==> src/rtl/eth_header_capture_if.sv <==
// Byte-stream / header-field bundle for eth_header_capture.
//   Input stream  : in_valid, in_data, in_last, in_ready
//   Header fields : header_bytes ([0] = first byte on wire), ethertype_raw, fields_valid, fields_ack
//   Payload stream: out_valid, out_data, out_last, out_ready
//   Status        : runt_err
// slave  = the capture block itself; master = the surrounding environment.
interface eth_header_capture_if #(
    parameter int unsigned HDR_BYTES = 18
);
    logic                           in_valid;
    logic [7:0]                     in_data;
    logic                           in_last;
    logic                           in_ready;
    logic [HDR_BYTES-1:0][7:0]      header_bytes;
    logic [15:0]                    ethertype_raw;
    logic                           fields_valid;
    logic                           fields_ack;
    logic                           out_valid;
    logic [7:0]                     out_data;
    logic                           out_last;
    logic                           out_ready;
    logic                           runt_err;

    modport slave (
        input  in_valid, in_data, in_last, fields_ack, out_ready,
        output in_ready, header_bytes, ethertype_raw, fields_valid,
               out_valid, out_data, out_last, runt_err
    );

    modport master (
        output in_valid, in_data, in_last, fields_ack, out_ready,
        input  in_ready, header_bytes, ethertype_raw, fields_valid,
               out_valid, out_data, out_last, runt_err
    );
endinterface

==> src/rtl/eth_header_capture.sv <==
// Front end of the L2 parser: captures the first HDR_BYTES bytes of each frame,
// presents them to the header consumer until acknowledged, then passes the rest
// of the frame through unchanged. Frames shorter than MIN_HDR are dropped and
// flagged with a one-cycle runt_err pulse.
//   clk, rst_n : clock (rising edge) and asynchronous active-low reset
//   bus        : eth_header_capture_if.slave (input stream, header fields, payload stream, runt_err)
module eth_header_capture #(
    parameter int unsigned HDR_BYTES = 18,
    parameter int unsigned MIN_HDR   = 14
) (
    input  logic                  clk,
    input  logic                  rst_n,
    eth_header_capture_if.slave   bus
);

    localparam int unsigned CNT_W = 5;
    localparam logic [CNT_W-1:0] LAST_IDX = CNT_W'(HDR_BYTES - 1);

    typedef enum logic [1:0] {
        S_CAPTURE = 2'd0,
        S_HOLD    = 2'd1,
        S_DRAIN   = 2'd2
    } state_e;

    state_e                   state_q, state_d;
    logic [CNT_W-1:0]         byte_cnt_q, byte_cnt_d;
    logic [HDR_BYTES-1:0][7:0] hdr_q, hdr_d;
    logic                     drain_pending_q, drain_pending_d;
    logic                     fields_valid_q, fields_valid_d;
    logic                     runt_err_q, runt_err_d;
    logic                     ready_en_q, ready_en_d;

    logic                     in_ready_c;
    logic                     out_valid_c;
    logic                     out_last_c;

    // State register and datapath flops
    always_ff @(posedge clk or negedge rst_n) begin
        if (!rst_n) begin
            state_q         <= S_CAPTURE;
            byte_cnt_q      <= '0;
            hdr_q           <= '0;
            drain_pending_q <= 1'b0;
            fields_valid_q  <= 1'b0;
            runt_err_q      <= 1'b0;
            ready_en_q      <= 1'b0;
        end else begin
            state_q         <= state_d;
            byte_cnt_q      <= byte_cnt_d;
            hdr_q           <= hdr_d;
            drain_pending_q <= drain_pending_d;
            fields_valid_q  <= fields_valid_d;
            runt_err_q      <= runt_err_d;
            ready_en_q      <= ready_en_d;
        end
    end

    // Next-state, capture datapath and stream handshakes
    always_comb begin
        state_d         = state_q;
        byte_cnt_d      = byte_cnt_q;
        hdr_d           = hdr_q;
        drain_pending_d = drain_pending_q;
        fields_valid_d  = 1'b0;
        runt_err_d      = 1'b0;
        ready_en_d      = 1'b1;
        in_ready_c      = 1'b0;
        out_valid_c     = 1'b0;
        out_last_c      = 1'b0;

        unique case (state_q)
            S_CAPTURE: begin
                // Held low for the first cycle out of reset.
                in_ready_c = ready_en_q;
                if (bus.in_valid && in_ready_c) begin
                    hdr_d[byte_cnt_q] = bus.in_data;
                    byte_cnt_d        = byte_cnt_q + CNT_W'(1);
                    if (bus.in_last) begin
                        if ((byte_cnt_q + CNT_W'(1)) < CNT_W'(MIN_HDR)) begin
                            runt_err_d = 1'b1;
                            byte_cnt_d = '0;
                            hdr_d      = '0;
                        end else begin
                            // Short but legal header: bytes never written read as zero.
                            for (int unsigned i = 0; i < HDR_BYTES; i++) begin
                                if (CNT_W'(i) > byte_cnt_q) begin
                                    hdr_d[i] = 8'h00;
                                end
                            end
                            state_d         = S_HOLD;
                            fields_valid_d  = 1'b1;
                            drain_pending_d = 1'b0;
                        end
                    end else if (byte_cnt_q == LAST_IDX) begin
                        state_d         = S_HOLD;
                        fields_valid_d  = 1'b1;
                        drain_pending_d = 1'b1;
                    end
                end
            end

            S_HOLD: begin
                fields_valid_d = 1'b1;
                // fields_valid_q is always high in HOLD, so an ack here is never stale.
                if (bus.fields_ack) begin
                    fields_valid_d = 1'b0;
                    if (drain_pending_q) begin
                        state_d = S_DRAIN;
                    end else begin
                        state_d    = S_CAPTURE;
                        byte_cnt_d = '0;
                    end
                end
            end

            S_DRAIN: begin
                out_valid_c = bus.in_valid;
                out_last_c  = bus.in_last;
                in_ready_c  = bus.out_ready;
                if (bus.in_valid && bus.out_ready && bus.in_last) begin
                    state_d    = S_CAPTURE;
                    byte_cnt_d = '0;
                end
            end

            default: begin
                state_d    = S_CAPTURE;
                byte_cnt_d = '0;
            end
        endcase
    end

    assign bus.in_ready      = in_ready_c;
    assign bus.header_bytes  = hdr_q;
    assign bus.ethertype_raw = {hdr_q[12], hdr_q[13]};
    assign bus.fields_valid  = fields_valid_q;
    assign bus.runt_err      = runt_err_q;
    assign bus.out_valid     = out_valid_c;
    assign bus.out_data      = bus.in_data;
    assign bus.out_last      = out_last_c;

endmodule

==> src/flat_wrapper.sv <==
// flat-port wrapper written by rule: the top's interface ports become plain ports
module eth_header_capture_flat 
#(
    parameter int unsigned HDR_BYTES = 18,
    parameter int unsigned MIN_HDR   = 14
)
  (clk, rst_n, bus_in_valid, bus_in_data, bus_in_last, bus_fields_ack, bus_out_ready, bus_in_ready, bus_header_bytes, bus_ethertype_raw, bus_fields_valid, bus_out_valid, bus_out_data, bus_out_last, bus_runt_err);
  eth_header_capture_if #(.HDR_BYTES(HDR_BYTES)) bus_i ();
  input  logic clk;
  input  logic rst_n;
  input wire logic [$bits(bus_i.in_valid)-1:0] bus_in_valid;
  input wire logic [$bits(bus_i.in_data)-1:0] bus_in_data;
  input wire logic [$bits(bus_i.in_last)-1:0] bus_in_last;
  input wire logic [$bits(bus_i.fields_ack)-1:0] bus_fields_ack;
  input wire logic [$bits(bus_i.out_ready)-1:0] bus_out_ready;
  output wire logic [$bits(bus_i.in_ready)-1:0] bus_in_ready;
  output wire logic [$bits(bus_i.header_bytes)-1:0] bus_header_bytes;
  output wire logic [$bits(bus_i.ethertype_raw)-1:0] bus_ethertype_raw;
  output wire logic [$bits(bus_i.fields_valid)-1:0] bus_fields_valid;
  output wire logic [$bits(bus_i.out_valid)-1:0] bus_out_valid;
  output wire logic [$bits(bus_i.out_data)-1:0] bus_out_data;
  output wire logic [$bits(bus_i.out_last)-1:0] bus_out_last;
  output wire logic [$bits(bus_i.runt_err)-1:0] bus_runt_err;
  assign bus_i.in_valid = bus_in_valid;
  assign bus_i.in_data = bus_in_data;
  assign bus_i.in_last = bus_in_last;
  assign bus_i.fields_ack = bus_fields_ack;
  assign bus_i.out_ready = bus_out_ready;
  assign bus_in_ready = bus_i.in_ready;
  assign bus_header_bytes = bus_i.header_bytes;
  assign bus_ethertype_raw = bus_i.ethertype_raw;
  assign bus_fields_valid = bus_i.fields_valid;
  assign bus_out_valid = bus_i.out_valid;
  assign bus_out_data = bus_i.out_data;
  assign bus_out_last = bus_i.out_last;
  assign bus_runt_err = bus_i.runt_err;
  eth_header_capture #(.HDR_BYTES(HDR_BYTES), .MIN_HDR(MIN_HDR)) u_core (.clk(clk), .rst_n(rst_n), .bus(bus_i));
endmodule
==> config.mk <==
export PLATFORM = sky130hd
export DESIGN_NAME = eth_header_capture_flat
export DESIGN_NICKNAME = d
export VERILOG_FILES = /design/src/rtl/eth_header_capture_if.sv /design/src/rtl/eth_header_capture.sv /design/src/flat_wrapper.sv
export SDC_FILE = /design/constraint.sdc
export NUM_CORES = 1
export LEC_CHECK = 0
export BUFFER_PORTS_ARGS = -buffer_cell sky130_fd_sc_hd__clkbuf_2
export CELL_PAD_IN_SITES_DETAIL_PLACEMENT = 1
export CELL_PAD_IN_SITES_GLOBAL_PLACEMENT = 1
export CORE_ASPECT_RATIO = 1.5
export CORE_MARGIN = 2
export CORE_UTILIZATION = 41
export CTS_CLUSTER_DIAMETER = 40
export CTS_CLUSTER_SIZE = 12
export DETAILED_ROUTE_END_ITERATION = 8
export PLACE_DENSITY_LB_ADDON = 0.1
export SYNTH_ARGS = -nofsm -noshare
export SYNTH_HDL_FRONTEND = slang
export SYNTH_SLANG_ARGS = --single-unit
==> constraint.sdc <==
create_clock -name clk -period 3.5 [get_ports clk]
set_clock_uncertainty 0.15 [all_clocks]
set_input_delay 0.525 -clock clk [delete_from_list [all_inputs] [get_ports clk]]
set_output_delay 0.525 -clock clk [all_outputs]
set_load 0.02 [all_outputs]
# --- After elaboration in Yosys (flattened, before gate mapping) ---
# Cells that the tools add are included.
# Widths: inputs -> output; s select.
word_totals:
  register_bits: 155
  latchBits: 0
  ramBits: 0
  mem_bits_ro: 0
  inputBits: 14
  output_inout_bits: 173
  elab_cells: 120
  memories: 0
classes:
  addsub: 1
  mul: 0
  n_div: 0
  n_lt_le_gt_ge: 21
  eq_ne: 10
  shifts: 0
  muxes: 54
  bitwise_logic: 0
  reduce_logical: 10
op_table:
  columns: ["cell", "n"]
  rows:
  - ["$mux 144", 2]
  - ["$mux 8", 19]
  - ["$bwmux 144", 1]
  - ["$demux 8 s5", 1]
  - ["$gt 4x5->1 const A", 8]
  - ["$mux 5", 6]
  - ["$gt 3x5->1 const A", 4]
  - ["$pmux 5 s3", 1]
  - ["$mux 1", 14]
  - ["$mux 2", 7]
  - ["$gt 1x5->1 const A", 2]
  - ["$gt 2x5->1 const A", 2]
  - ["$gt 5x5->1 const A", 2]
  - ["$reduce_and 4->1", 2]
  - ["$lt 5x6->1 const B", 1]
  - ["$ne 2x2->1 const B", 3]
  - ["$pmux 2 s3", 1]
  - ["$add 5x1->5 const B", 1]
  - ["$eq 5x5->1 const B", 1]
  - ["$ge 5x1->1 const B", 1]
  - ["$lt 5x4->1 const B", 1]
  - ["$reduce_and 5->1", 1]
  - ["$logic_and 1x1->1", 4]
  - ["$ne 2x1->1 const B", 2]
  - ["8 further kinds", 9]

# --- Depth between registers and ports, before layout ---
# Gate-level depths: netlist of the first run.
depth:
  ltp_word: 8
  depth_mapped: 9
  depth_no_buf: 6

# --- Worst setup path after synthesis of the first run ---
# No wires, ideal clock.
synth_path:
  path_kind: "flip-flop to flip-flop"
  from: "register u_core.byte_cnt_q[0]"
  to: "register u_core.hdr_q, in the netlist u_core.bus.header_bytes[72]"
  setup_ns: 0.139
  arrival_ns: 2.189
  required_time_ns: 3.211
  slack_ns: 1.022
  path_stages_with_launch: 9
  n_path_buf: 2
  synth_period_minus_slack_ns: 2.478
  cell_sequence: "dfrtp_1 > clkbuf_1 > inv_1 > ha_1 > a21boi_0 > o2111a_2 > buf_4 > o32ai_2 > nor2_1"
synth_via:
  elab_chain_cells: 8
  elab_cells_between_ends: 12
  classes_between: "add/sub (1); order compare (4); mux (6); reduce/logical (1)"
synth_rtl:
  columns: ["element", "line_no", "rtl"]
  rows:
  - ["start, declared", "eth_header_capture.sv:26", "logic [CNT_W-1:0] byte_cnt_q, byte_cnt_d;"]
  - ["start signal, assigned", "eth_header_capture.sv:49", "byte_cnt_q <= byte_cnt_d;"]
  - ["$lt 5x6->1 (implied by the code) / $ge 5x1->1 (equally long branches)", "eth_header_capture.sv:76", "hdr_d[byte_cnt_q] = bus.in_data;"]
  - ["$logic_and 1x1->1 (implied by the code)", "eth_header_capture.sv:76", null]
  - ["$mux 8 (implied by the code)", "eth_header_capture.sv:76", null]
  - ["$demux 8 s5", null, null]
  - ["$bwmux 144", "eth_header_capture.sv:76", null]
  - ["$mux 8", "eth_header_capture.sv:86", "if (CNT_W'(i) > byte_cnt_q) begin"]
  - ["$mux 144", "eth_header_capture.sv:79", "if ((byte_cnt_q + CNT_W'(1)) < CNT_W'(MIN_HDR)) begin"]
  - ["$mux 144 *", "eth_header_capture.sv:78", "if (bus.in_last) begin"]
  - ["end signal, assigned", "eth_header_capture.sv:50", "hdr_q <= hdr_d;"]
  - ["end, declared", "eth_header_capture.sv:27", "logic [HDR_BYTES-1:0][7:0] hdr_q, hdr_d;"]
# Every way passes the cells marked *; elsewhere a longest branch is shown, timed or not.
# A chain may end at the register's enable or synchronous reset.

# --- Worst setup path after layout of the first run ---
layout_path:
  from: "register u_core.byte_cnt_q[0]"
  to: "register u_core.hdr_q, in the netlist u_core.bus.header_bytes[62]"
# Same word-level chain as after synthesis.

==> metrics, run 1 <==
fraction of layout cells with a size suffix above 1=0.323; num ports=187; r2r startpoint=u_core.byte_cnt_q[0]; Post-CTS Hold Buffers=1; drt drc=10; CP arrival=3.19 ns; fin util=0.506; Lkg Pwr=5.37 nW; Synth Area in Adders=0.00684; core region area=17400 µm²; CTS Buf Count=17; clk root buf=clkbuf_16; Die Y=168 µm; worst setup path start=u_core.byte_cnt_q[0]; Post-Place Setup Slack=0.540 ns; power per cell area=555 nW/µm²; clock latency on the worst-skew pair=0.42 ns; Worst Tran Pin Value=1.02 ns; FF-to-FF setup slack=0.50 ns; total track usage=0.232; #FFs+latches synth=155; EDFF count, synth=0; total setup buffers inserted after CTS=0; Worst Setup End Kind=flip-flop; met3 routed WL=1.16 mm; Iteration-0 DRC Markers=279; crit path max fanout=20; mux share of post-synthesis cell area=0.177; Slew headroom=0.320; Final Hold Viols=0; RR Endpoint=u_core.bus.header_bytes[62]; Final HPWL DP=14.8 mm; Hold Path Origin=bus_fields_ack; Post-Synth Simple-Gate Area=0.128; grt total ovfl=0; largest cells by area after synthesis=dfrtp_1 (53%), mux2i_1 (18%), nor2_1 (5.6%); FP Rows=59; met2 wire len=11.3 mm; die width=113 µm; M1 WL=8.75 mm; Vias per Instance=5.46; global placer's final weighted congestion=0.801; Critical Path Start Type=flip-flop; crit share post-route=0.856; largest family of logic cells by synthesized area=multiplexers; Initial Util=0.420; Max-Cap Viols=0; pin count of the biggest net entering global routing=66; Peak Freq=334 MHz; Max Slew Vio Count=0; total number of vias=5552; setup violators final=0; CP required=3.69 ns; min Tclk post-route=3.00 ns; synth cell count leaders=dfrtp_1 (155), mux2i_1 (129), nor2_1 (110); Synth cell types=50; outcome=finished with violations; post-DR wirelength/cell=21.1 µm; R2R depth=5; Sink Count=155; CTS H-tree depth=4; setup slack after layout=0.503 ns; compound-gate portion of the synthesized area=0.0934; vias in the first global route=5864; Top FF cell, synth=dfrtp_1; Port Buffers=186; synthesized netlist cell count=651; Synth Area in XOR/XNOR=0; async set-reset flop share out of synthesis=1.00; antenna violations before repair=0; CTS clk-pin slew, worst paths=0.06 ns; Fin Hold WS=0.206 ns; total power=4.89 mW; RSZ-0062 raised after global routing=no; die area=18900 µm²; multi-input combinational cell area=2970 µm²; failing checks=design-rule violations; cell taking the most area after synthesis=dfrtp_1; CTS max path bufs=2; Pre-antenna DRT Iters=6; crit path to=u_core.bus.header_bytes[62]; most frequent cell after synthesis=dfrtp_1; P&R area growth vs syn=20.5%; uppermost layer routed=met4; synthesized area=7310 µm²; register area=3880 µm²; synth warn=0; post-cts resize count=0; Final #Nets=809; Worst Hold Class=primary input to flip-flop; Synth top area share=0.530; Antenna Nets Post-Route=0; Max IR drop VDD=0.287 mV; sequential share of the synthesized area=0.530; Fillers=1932; number of diodes=0; Synth Net Count=669; WL final=21.4 mm; CTS tree=yes; syn_area_per_cell=11.2 µm²; first-pass GRT wire length=34.0 mm; setup TNS=0 ns; path type of the worst setup path=flip-flop to flip-flop
[worst max-delay path, stage by stage, from the launching register on]
cell	delay (ns)
dfrtp_1	0.52
ha_1	0.46
nand4bb_1	0.29
o2bb2ai_2	0.81
o21ai_1	0.43
a21oi_1	0.26
[sequential cells by signal, summed over array words and instances (netlist names)]
name                      flops
u_core.bus.fields_valid       1
u_core.state_q                2
u_core.ready_en_q             1
u_core.bus.ethertype_raw     16
u_core.byte_cnt_q             5
u_core.bus.header_bytes     128
u_core.bus.runt_err           1
u_core.drain_pending_q        1
[layer usage]
| layer | global-route usage | vias to the layer above |
|---|---|---|
| met1 | 0.282 | 2870 |
| met5 | 0 | - |
| met3 | 0.0579 | 17 |
| met4 | 0.0642 | 0 |
| met2 | 0.406 | 146 |
| li1 | - | 2519 |
[placed cells by master, fill, tap and decap left out, types with 5 or more instances in the layout]
cell,instances
clkbuf_16,17
inv_1,9
a21oi_1,36
nand3_2,18
nand2_1,23
o211ai_1,9
nor2_1,110
nand2b_1,5
clkbuf_2,185
o32ai_2,5
dfrtp_1,155
a32oi_1,9
buf_4,7
o21ai_0,11
mux2i_1,129
[logic make-up after synthesis]
group | Yosys count
other | 1
adders and majority gates | 4
buffers and inverters | 84
and+or+nand+nor | 184
AOI/OAI and AO/OA | 94
muxes | 129
DFF | 155
[power breakdown]
part,internal [mW],switching (mW)
sequential,1.94,0.123
combinational,0.279,0.628
clock,1.17,0.759
[stage by stage]
stage	cells	instance area [µm²]
after floorplan	651	7310
after global placement	984	8180
after detailed placement	984	8180
after CTS	1017	8810
after global routing	1017	8810
final	1017	8810
[worst min path at each step]
stage                     slack [ns]                          end  cells past startpoint
after floorplan                 0.08  u_core.bus.ethertype_raw[0]                      0
after global routing            0.20      u_core.bus.fields_valid                      2
final                           0.21            u_core.state_q[0]                      2
after CTS                       0.19      u_core.bus.fields_valid                      2
after global placement          0.36  u_core.bus.header_bytes[14]                      2
after detailed placement        0.36  u_core.bus.header_bytes[33]                      2
[layout make-up]
type / instances / area share
clock inverter: 12 / 0.0183
inverter: 9 / 0.00383
tap: 213 / 0.0303
timing repair buffer: 196 / 0.118
clock buffer: 20 / 0.0518
sequential: 155 / 0.440
multi-input combinational: 412 / 0.337
(Power assumes the default switching activity.)
==> run 2: changes to the inputs <==
==> config.mk (replaced) <==
export PLATFORM = sky130hd
export DESIGN_NAME = eth_header_capture_flat
export DESIGN_NICKNAME = d
export VERILOG_FILES = /design/src/rtl/eth_header_capture_if.sv /design/src/rtl/eth_header_capture.sv /design/src/flat_wrapper.sv
export SDC_FILE = /design/constraint.sdc
export NUM_CORES = 1
export LEC_CHECK = 0
export CORE_ASPECT_RATIO = 1.5
export CORE_MARGIN = 2
export CORE_UTILIZATION = 63
export CTS_CLUSTER_DIAMETER = 40
export CTS_CLUSTER_SIZE = 12
export DETAILED_ROUTE_END_ITERATION = 8
export DONT_BUFFER_PORTS = 1
export PLACE_DENSITY = 0.79
export SYNTH_ARGS = -nofsm -noshare
export SYNTH_HDL_FRONTEND = slang
export SYNTH_SLANG_ARGS = --single-unit
==> run 2 against run 1 <==
Against the previous run:
- the flow finishes with violations (negative hold slack)
- flip-flop and latch count unchanged
- critical path depth grew 2
- power down 6.9%
- worst setup slack better by 0.13 ns
- sequential share of layout area increased by 6.2 points
- utilization rose by 17 points
- final cell count fell by 25%
- non-clock buffer count is 190 lower
==> metrics, run 2 (synthesis gave the netlist of run 1 again) <==
multi-input combinational cell area=2970 µm²; CP arrival=3.02 ns; Fin Hold WS=-0.349 ns; CTS H-tree depth=4; Port Buffers=0; clk root buf=clkbuf_16; antenna violations before repair=0; grt total ovfl=0; CTS tree=yes; post-DR wirelength/cell=23.3 µm; Slowest Stage Delay on Critical Path=0.59 ns; path type of the worst setup path=flip-flop to flip-flop; FF-to-FF setup slack=0.63 ns; RSZ-0062 raised after global routing=no; vias in the first global route=5006; total track usage=0.292; Crit-path slowest cell=dfrtp_1; drt drc=0; outcome=finished with violations; Initial Util=0.641; commonest non-fill, non-tap cell in the layout=dfrtp_1; Iteration-0 DRC Markers=339; CTS max path bufs=2; Final Hold Viols=155; Die Y=136 µm; CTS clk-pin slew, worst paths=0.06 ns; crit share post-route=0.820; Peak Freq=348 MHz; Worst Hold Class=primary input to asynchronous set/reset pin; clock latency on the worst-skew pair=0.42 ns; FP Rows=48; total number of vias=4877; min Tclk post-route=2.87 ns; Sink Count=155; CP top delay family=compound AO/OA/AOI/OAI gates; global placer's final weighted congestion=0.837; max FFs per register=128; number of diodes=0; total setup buffers inserted after CTS=0; failing checks=negative hold slack; setup TNS=0 ns; die area=12500 µm²; met3 routed WL=1.74 mm; Worst Tran Pin Value=0.873 ns; Max Slew Vio Count=0; CP Cell Sequence=inv_1 > ha_1 > a21boi_0 > o2111a_2 > nor3_4 > buf_12 > nor2_1; power per cell area=590 nW/µm²; Critical Path Start Type=flip-flop; Max-Cap Viols=0; M1 WL=6.57 mm; first-pass GRT wire length=27.8 mm; Post-Place Setup Slack=0.694 ns; num ports=187; Antenna Nets Post-Route=0; die width=92.0 µm; P&R area growth vs syn=5.54%; WL final=17.8 mm; crit path max fanout=57; setup violators final=0; met2 wire len=8.98 mm; Lkg Pwr=4.48 nW; Max IR drop VDD=0.422 mV; r2r startpoint=u_core.byte_cnt_q[0]; CTS Buf Count=17; worst setup path start=u_core.byte_cnt_q[0]; setup slack after layout=0.630 ns; Final HPWL DP=11.5 mm; Slew headroom=0.416; CP required=3.65 ns; CP bufs+invs=2; core region area=11400 µm²; Final #Nets=619; most frequent cells in the layout=dfrtp_1 (155), mux2i_1 (129), nor2_1 (110); fraction of layout cells with a size suffix above 1=0.117; register area=3880 µm²; Pre-antenna DRT Iters=5; pin count of the biggest net entering global routing=156; post-cts resize count=0; uppermost layer routed=met4; Vias per Instance=6.38; Worst Setup End Kind=flip-flop; Fillers=839
==> run 2: cell count changes in the layout (fill, tap and decap cells not counted), sizes merged <==
cell and change:
dlygate4sd3 -1, clkinv -5, bufinv -2, clkinvlp +2, inv +7, clkbuf -187, buf -4
==> run 2: report_power, final <==
group	total [mW]	switching, mW	internal (mW)
combinational	0.484	0.306	0.177
sequential	2.25	0.315	1.93
clock	1.82	0.796	1.03
==> run 2: final timing paths <==
check / endpoint / cells past startpoint
min: u_core.bus.fields_valid / 0
min in group clk: u_core.state_q[0] / 1
max in group asynchronous: u_core.bus.header_bytes[129] / 0
max reg2reg: u_core.bus.header_bytes[22] / 7
max: u_core.bus.header_bytes[22] / 7
min reg2reg: u_core.drain_pending_q / 2
==> run 2: cell type report <==
cell class                      instances  area share
Clock buffer                           18      0.0569
Timing Repair Buffer                    6     0.00746
Sequential cell                       155       0.503
Inverter                                9     0.00438
Clock inverter                         14      0.0191
Tap cell                              150      0.0243
Multi-Input combinational cell        412       0.385
==> run 2: worst reg2reg max path, cell delays in order (launching register included) <==
cell	delay, ns
dfrtp_1	0.59
inv_1	0.16
ha_1	0.39
a21boi_0	0.15
o2111a_2	0.45
nor3_4	0.45
buf_12	0.30
nor2_1	0.12
==> run 2: metrics by stage <==
| step | area (µm²) | instances | power, mW | hold slack [ns] | util |
|---|---|---|---|---|---|
| after floorplan | 7310 | 651 | 2.66 | 0.0794 | - |
| after global placement | 7130 | 732 | 2.72 | 0.0858 | 0.625 |
| after detailed placement | 7130 | 732 | 2.75 | 0.0847 | 0.625 |
| after CTS | 7720 | 764 | 4.58 | -0.365 | 0.676 |
| after global routing | 7720 | 764 | 4.72 | -0.368 | 0.676 |
| final | 7720 | 764 | 4.56 | -0.349 | 0.676 |
==> run 2: per-layer routing <==
metal	vias to the layer above	global-route usage
met5	-	0
met4	0	0.124
met3	43	0.118
met2	244	0.472
met1	2447	0.347
li1	2143	-
==> run 3: changes to the inputs <==
--- a/config.mk
+++ b/config.mk
@@ -7,12 +7,12 @@
 export LEC_CHECK = 0
 export CORE_ASPECT_RATIO = 1.5
 export CORE_MARGIN = 2
-export CORE_UTILIZATION = 63
+export CORE_UTILIZATION = 57
 export CTS_CLUSTER_DIAMETER = 40
 export CTS_CLUSTER_SIZE = 12
 export DETAILED_ROUTE_END_ITERATION = 8
 export DONT_BUFFER_PORTS = 1
-export PLACE_DENSITY = 0.79
+export PLACE_DENSITY = 0.75
 export SYNTH_ARGS = -nofsm -noshare
 export SYNTH_HDL_FRONTEND = slang
 export SYNTH_SLANG_ARGS = --single-unit
==> constraint.sdc (replaced) <==
create_clock -name clk -period 2.6 [get_ports clk]
set_clock_uncertainty 0.15 [all_clocks]
set_input_delay 0.39 -clock clk [delete_from_list [all_inputs] [get_ports clk]]
set_output_delay 0.39 -clock clk [all_outputs]
set_load 0.02 [all_outputs]
==> run 3 against run 2 <==
Against the previous run:
- the run still ends with negative hold slack left
- sequential power rose by 33%
- clock-buffer cell count rose by 1
- hold slack got worse by 0.13 ns
- critical path depth did not move
- cell area rose by 3.7%
- final cell count rose by 4.6%
- non-clock buffer count rose by 27
- register-to-register slack got worse by 0.46 ns
- global-route usage barely moved
- worst setup slack got worse by 0.46 ns
- die area rose by 10%
- power rose by 36%
==> metrics, run 3 (synthesis gave the netlist of run 1 again) <==
outcome=finished with violations; failing checks=negative hold slack; Final #Nets=648; cell area after layout=8000 µm²; Peak Freq=412 MHz; Worst Tran Pin Value=0.961 ns; Die Y=143 µm; Vias per Instance=6.24; CTS tree=yes; Slowest Stage Delay on Critical Path=0.47 ns; Lkg Pwr=4.61 nW; Slew headroom=0.357; Port Buffers=0; Pre-antenna DRT Iters=6; clk root buf=clkbuf_16; Final HPWL DP=12.0 mm; Max-Cap Viols=0; CP arrival=2.57 ns; min Tclk post-route=2.43 ns; CTS Buf Count=17; fraction of layout cells with a size suffix above 1=0.129; CP top delay family=compound AO/OA/AOI/OAI gates; post-DR wirelength/cell=24.5 µm; multi-input combinational cell area=3000 µm²; Iteration-0 DRC Markers=321; CTS H-tree depth=4; Critical Path Start Type=flip-flop; number of diodes=0; grt total ovfl=0; vias in the first global route=5153; max FFs per register=128; Area after DPL=7250 µm²; Initial Util=0.584; commonest non-fill, non-tap cell in the layout=dfrtp_1; CP required=2.74 ns; die width=96.5 µm; Fin Hold WS=-0.480 ns; total setup buffers inserted after CTS=0; CTS clk-pin slew, worst paths=0.06 ns; Fillers=1006; core region area=12500 µm²; CP bufs+invs=2; first-pass GRT wire length=29.6 mm; Antenna Nets Post-Route=0; Worst Hold Class=primary input to asynchronous set/reset pin; Max Slew Vio Count=0; total number of vias=4989; WL final=19.6 mm; FP Rows=50; drt drc=0; pin count of the biggest net entering global routing=156; Max IR drop VDD=0.501 mV; crit path max fanout=57; Final Hold Viols=156; global placer's final weighted congestion=0.947; setup TNS=0 ns; die area=13800 µm²; antenna violations before repair=0; path type of the worst setup path=flip-flop to flip-flop; power per cell area=772 nW/µm²; most frequent cells in the layout=dfrtp_1 (155), mux2i_1 (129), nor2_1 (110); total track usage=0.292; crit share post-route=0.934; P&R area growth vs syn=9.41%; register area=3880 µm²; Sink Count=155; CP Cell Sequence=inv_1 > ha_1 > a21boi_1 > o2111a_2 > nor3_4 > buf_12 > nor2_1; RSZ-0062 raised after global routing=no; clock latency on the worst-skew pair=0.42 ns; setup violators final=0; num ports=187; Crit-path slowest cell=dfrtp_1; Worst Setup End Kind=flip-flop; CTS max path bufs=2
==> run 3: cell types whose count changed in the layout (fill, tap and decap cells not counted), moves of 2 or more <==
cell           change
dlygate4sd3_1     +16
buf_4              +9
buf_12             +2
clkbuf_1           +2
inv_8              -2
o2111a_1           +2
==> run 3: power by group <==
part           total [mW]  switching [mW]  internal (mW)
combinational       0.789           0.496          0.292
clock                2.39            1.04           1.34
sequential           3.00           0.396           2.60
==> run 3: path summary, 6_finish.rpt <==
| kind | start | end | slack, ns | depth (start not counted) |
|---|---|---|---|---|
| min in group clk | bus_in_data[5] | u_core.bus.header_bytes[53] | 0 | 2 |
| worst max-delay path | u_core.byte_cnt_q[0] | u_core.bus.header_bytes[32] | 0.17 | 7 |
| worst min-delay path | rst_n | u_core.byte_cnt_q[4] | -0.48 | 0 |
| worst max register to register | u_core.byte_cnt_q[0] | u_core.bus.header_bytes[32] | 0.17 | 7 |
| max in group asynchronous | rst_n | u_core.bus.header_bytes[121] | 2.43 | 0 |
| worst min register to register | u_core.drain_pending_q | u_core.drain_pending_q | 0.42 | 2 |
==> run 3: repair_timing <==
action / CTS / global route
gates resized for setup: 0 / 3
hold endpoints to repair: 253 / 157
hold buffers: 14 / 2
setup endpoints to repair: 0 / 60
==> run 3: worst register-to-register path, delay by kind of cell, from the launching register on <==
family,cells,cell delay [ns]
and+or+nand+nor,2,0.37
DFF,1,0.47
adders and majority gates,1,0.36
buffers and inverters,2,0.39
AOI/OAI and AO/OA,2,0.55
==> run 3: cell type report <==
type,count,share of cell area
clock buffers,19,0.0541
clock inverters,13,0.0166
inverters,9,0.00422
multi-input cells,414,0.375
flip-flops and latches,155,0.485
well taps,156,0.0244
repair buffers,33,0.0407
==> run 3: layer usage <==
layer  vias to the layer above  global-route usage  share of wire
met4                         0              0.0993          0.028
met3                        47               0.115          0.099
met5                         -                   0              0
met2                       252               0.484           0.51
li1                       2204                   -              -
met1                      2486               0.344           0.37
==> run 3: through the flow <==
step | setup WS, ns | power (mW) | std cells | utilization | hold WS, ns
floorplan | 0.122 | 3.58 | 651 | - | -0.0556
global placement | 0.278 | 3.70 | 749 | 0.579 | -0.0494
detailed placement | 0.140 | 3.74 | 749 | 0.579 | -0.0492
CTS | 0.120 | 6.16 | 795 | 0.636 | -0.491
global route | 0.0603 | 6.42 | 799 | 0.639 | -0.503
finish | 0.173 | 6.17 | 799 | 0.639 | -0.480
